===== src/rtl/ram_key_loader.sv =====
// ram_key_loader: debounced switch/key front end issuing verified single-cycle RAM writes
module ram_key_loader #(
  parameter int DEBOUNCE_CYCLES = 500000,
  parameter int ADDR_W          = 5,
  parameter int DATA_W          = 4,
  parameter int READ_LATENCY    = 2
) (
  input  logic              FPGA_CLK1_50,
  input  logic              reset,
  input  logic [3:0]        SW,
  input  logic [1:0]        KEY,
  input  logic [DATA_W-1:0] ram_q,
  output logic [ADDR_W-1:0] ram_address,
  output logic [DATA_W-1:0] ram_data,
  output logic              ram_wren,
  output logic              busy,
  output logic              mismatch
);
  localparam int CW = $clog2(DEBOUNCE_CYCLES + 1);
  localparam int LW = $clog2(READ_LATENCY + 1);
  typedef enum logic [1:0] {IDLE, WRITE, WAIT, CHECK} state_t;
  state_t state_q, state_d;
  logic [1:0] s1_q, s2_q, deb_q, deb_d, press;
  logic [1:0][CW-1:0] cnt_q, cnt_d;
  logic [ADDR_W-1:0] addr_q, addr_d;
  logic [DATA_W-1:0] data_q, data_d;
  logic [LW-1:0] wcnt_q, wcnt_d;
  logic mm_q, mm_d;
  always_comb begin
    for (int i = 0; i < 2; i++) begin
      cnt_d[i] = (s2_q[i] != deb_q[i] && cnt_q[i] != CW'(DEBOUNCE_CYCLES - 1)) ? cnt_q[i] + 1'b1 : '0;
      deb_d[i] = (s2_q[i] != deb_q[i] && cnt_q[i] == CW'(DEBOUNCE_CYCLES - 1)) ? s2_q[i] : deb_q[i];
      press[i] = deb_q[i] & ~deb_d[i];
    end
  end
  always_comb begin
    state_d = state_q;
    addr_d  = addr_q;
    data_d  = data_q;
    wcnt_d  = wcnt_q;
    mm_d    = mm_q;
    case (state_q)
      IDLE: begin
        addr_d  = press[1] ? ADDR_W'(SW) : addr_q;
        data_d  = press[0] ? DATA_W'(SW) : data_q;
        state_d = press[0] ? WRITE : IDLE;
      end
      WRITE: begin
        wcnt_d  = '0;
        state_d = WAIT;
      end
      WAIT: begin
        wcnt_d  = wcnt_q + 1'b1;
        state_d = (wcnt_q == LW'(READ_LATENCY - 1)) ? CHECK : WAIT;
      end
      CHECK: begin
        mm_d    = mm_q | (ram_q != data_q);
        addr_d  = addr_q + 1'b1;
        state_d = IDLE;
      end
      default: state_d = IDLE;
    endcase
  end
  always_ff @(posedge FPGA_CLK1_50) begin
    if (reset) begin
      s1_q    <= '1;
      s2_q    <= '1;
      deb_q   <= '1;
      cnt_q   <= '0;
      state_q <= IDLE;
      addr_q  <= '0;
      data_q  <= '0;
      wcnt_q  <= '0;
      mm_q    <= 1'b0;
    end else begin
      s1_q    <= KEY;
      s2_q    <= s1_q;
      deb_q   <= deb_d;
      cnt_q   <= cnt_d;
      state_q <= state_d;
      addr_q  <= addr_d;
      data_q  <= data_d;
      wcnt_q  <= wcnt_d;
      mm_q    <= mm_d;
    end
  end
  assign ram_address = addr_q;
  assign ram_data    = data_q;
  assign ram_wren    = (state_q == WRITE);
  assign busy        = (state_q != IDLE);
  assign mismatch    = mm_q;
endmodule


===== config.mk =====
export PLATFORM = sky130hd
export DESIGN_NAME = ram_key_loader
export DESIGN_NICKNAME = d
export VERILOG_FILES = /design/src/rtl/ram_key_loader.sv
export SDC_FILE = /design/constraint.sdc
export NUM_CORES = 1
export LEC_CHECK = 0
export CORE_MARGIN = 5
export CORE_UTILIZATION = 50
export DETAILED_ROUTE_END_ITERATION = 12
export GPL_TIMING_DRIVEN = 1
export PLACE_DENSITY = 0.82
export REMOVE_ABC_BUFFERS = 1
export SLEW_MARGIN = 20
export SYNTH_ARGS = -nofsm -noshare
export SYNTH_HDL_FRONTEND = slang
export SYNTH_SLANG_ARGS = --single-unit

===== constraint.sdc =====
create_clock -name FPGA_CLK1_50 -period 1.9 [get_ports FPGA_CLK1_50]
set_input_delay 0.19 -clock FPGA_CLK1_50 [delete_from_list [all_inputs] [get_ports FPGA_CLK1_50]]
set_output_delay 0.19 -clock FPGA_CLK1_50 [all_outputs]
set_load 0.01 [all_outputs]

==> run metrics <==
status finished, violations left; failing checks negative setup slack; vias in the first global route 2132; Final Cell Area 3600 sq um; clock skew 0.00819 ns; area post-placement 3100 sq um; Hold Slack 0.412 ns; startpoint types flop; fin cells 419; number of buffers created by CTS 9; Total GRT Usage 16.7%; Synth async-reset ratio 0%; overall die width 82.8 um; Arr. time, crit path 2.23 ns; synth warn 0; clk_lat worst skew 0.34 ns; compound-gate portion of the synthesized area 4.44%; Netlist cell types 40; row cnt 26; worst hold path class in2reg; top-area cell type share of the netlist area 43.8%; Post-synth top cells 58 x dfxtp_1, 55 x nor2_1, 21 x xnor2_1, 19 x xor2_1; Hold Vio Cnt, Final 0; routed len/inst 14.6 um; sequential area share after synthesis 43.8%; Synth Area in Adders 4.25%; Setup TNS -1.87 ns; Syn Area/Cell 9.17 sq um; multi-input logic area 1540 sq um; first-pass GRT wire length 9400 um; post-synthesis register bit count 58; DR pass1 iterations 4; hold-critical path endpoint s1_q[1]; fillers 361; simple-gate share of the synthesized area 28.2%; area leader, netlist dfxtp_1; Pleak 1.27 nW; Placeable Area 5140 sq um; Max-slew headroom 60.3%; top_reg_cell synth dfxtp_1; pwr/cell area 728 nW/um^2; Layout area overhead 35.8%; maximum clock insertion buffer count 2; height of the chip 82.8 um; grt ovf 0; initial core utilization 51.6%; Slew @ Worst Pin 0.595 ns; fmax 498 MHz; Syn Inst Count 289; initial antenna violation count 0; Reg-to-Reg End ram_address[3]; Tmin final 2.01 ns; CTS Root Cell clkbuf_8; dominant cell by count in the synthesized netlist dfxtp_1; Max Cap Violations 0; clk sinks 58; Post-synth EDFFs 0; largest net degree at the start of global routing 20; hold path cells 2; hold buffers post-CTS 0; register area 1170 sq um; I/O Buffers 23; VDD IR max 0.570 mV; # DRC 0; Inst Count DP 397; Avg Vias per Cell 5.32; unrepaired setup endpoints after global routing yes; largest family of logic cells by synthesized area simple AND/OR/NAND/NOR gates; Ports 24; reg2reg setup slack -0.11 ns; initial DRC count 106; Placer Congestion 0.834; fin util 70.0%; Register-to-Register Path Depth 5; Crit Path Class reg2reg; final HPWL from detailed placement 3680 um; top cells by area, synth dfxtp_1 44%, nor2_1 7.8%, xnor2_1 6.9%; Synth Area in XOR/XNOR 13.2%; CP Capture Type flop; clk slew on worst S/H paths 0.07 ns; hold_sp KEY[1]; Critical Path Start cnt_q[24]; share of cells above drive strength 1 24.6%; Routed WL 6110 um; die area 6860 sq um; Cell Area, Synth 2650 sq um; H-tree depth 3; remaining antenna violation count 0; min setup slack post-route -0.108 ns; fin. max-slew vios 0; # nets final 365; Req. time, crit path 2.12 ns; n_diodes 0; TritonCTS clock tree built; final setup fails 23; mux contribution to synthesized area 2.64%; Crit Path Max Fanout 4; vias 2227; FF-to-FF Start cnt_q[24]; final period utilization 106%
layout by cell type (no fill, tap or decap), drive strengths merged, types with 2 or more instances in the layout:
cell type      instances
a211o                  2
a211oi                 2
a21oi                  5
and2                   2
and3                   3
and4                   8
buf                   26
bufinv                 2
clkbuf                15
clkdlybuf4s50         22
dfxtp                 58
ha                     9
inv                    8
mux2i                  7
nand2                 17
nand3                 17
nand3b                 2
nand4                 11
nor2                  55
nor2b                  7
nor3                   5
nor4                   3
o31ai                  2
or2                    5
or3                    2
or4                    2
or4bb                  2
xnor2                 21
xor2                  19
metal layers:
metal | vias up | GRT usage (%) | share of wire [%] | routed length [um]
met5 | - | 0 | 0 | 0
met4 | 0 | 5.05 | 1.5 | 90
met3 | 15 | 6.83 | 4.7 | 290
met2 | 51 | 28.4 | 53 | 3220
met1 | 1062 | 19.1 | 41 | 2520
li1 | 1099 | - | - | -
stage by stage:
| stage | power [mW] | setup slack [ns] |
|---|---|---|
| 2_1_floorplan | 1.27 | -0.132 |
| 3_3_place_gp | 1.31 | -0.0474 |
| 3_5_place_dp | 1.31 | -0.0995 |
| 4_1_cts | 2.63 | -0.0802 |
| 5_1_grt | 2.72 | -0.168 |
| 6_report | 2.62 | -0.108 |
kinds of logic (layout without fill, tap and decap cells):
kind of cell | Yosys count | count (layout)
buf+inv | 16 | 76
mux | 7 | 7
compound gates | 14 | 14
fa+ha+maj | 9 | 9
flops | 58 | 58
xor+xnor | 40 | 40
simple gates | 145 | 145
worst max-delay path by stage:
stage                                end  slack (ns)  cells after the start
after CTS                 ram_address[3]       -0.08                      5
after detailed placement       cnt_q[35]        -0.1                      6
after global routing           cnt_q[32]       -0.17                      6
after floorplan                cnt_q[21]       -0.13                      5
after global placement    ram_address[3]       -0.05                      5
final                     ram_address[3]       -0.11                      5
worst max-delay path: stages, from the launching register on:
cell	delay (ns)
dfxtp_2	0.32
or4b_4	0.52
or4_4	0.48
or2_4	0.31
a211oi_2	0.22
nor4_1	0.07
area by class of cell:
class / count / share of cell area (%)
multi-input combinational: 215 / 42.8
sequential: 58 / 32.4
timing repair buffer: 52 / 14.9
clock buffer: 12 / 4.59
tap: 70 / 2.43
clock inverter: 4 / 2.02
inverter: 8 / 0.834
power breakdown:
group / internal [mW] / total (mW) / switching (mW)
logic: 0.0448 / 0.0767 / 0.0319
registers: 1.22 / 1.22 / 0.00357
clock network: 0.843 / 1.32 / 0.478
total: 2.11 / 2.62 / 0.513
flip-flops by register name, indices dropped and copies added (netlist names):
name and flops:
ram_data 4, state_q 2, deb_q 2, cnt_q 38, mismatch 1, ram_address 5, s2_q 2, wcnt_q 2
s1_q 2
timing repair:
| action | 4_1_cts | 5_1_grt |
|---|---|---|
| cloned | 0 | 5 |
| pin swaps | 1 | 20 |
| setup buffers | 0 | 1 |
| endpoints found under the setup margin | 43 | 48 |
| hold endpoints to repair | 0 | 0 |
| resized for setup | 6 | 39 |
Note: power is estimated with default switching activity, not from simulation.
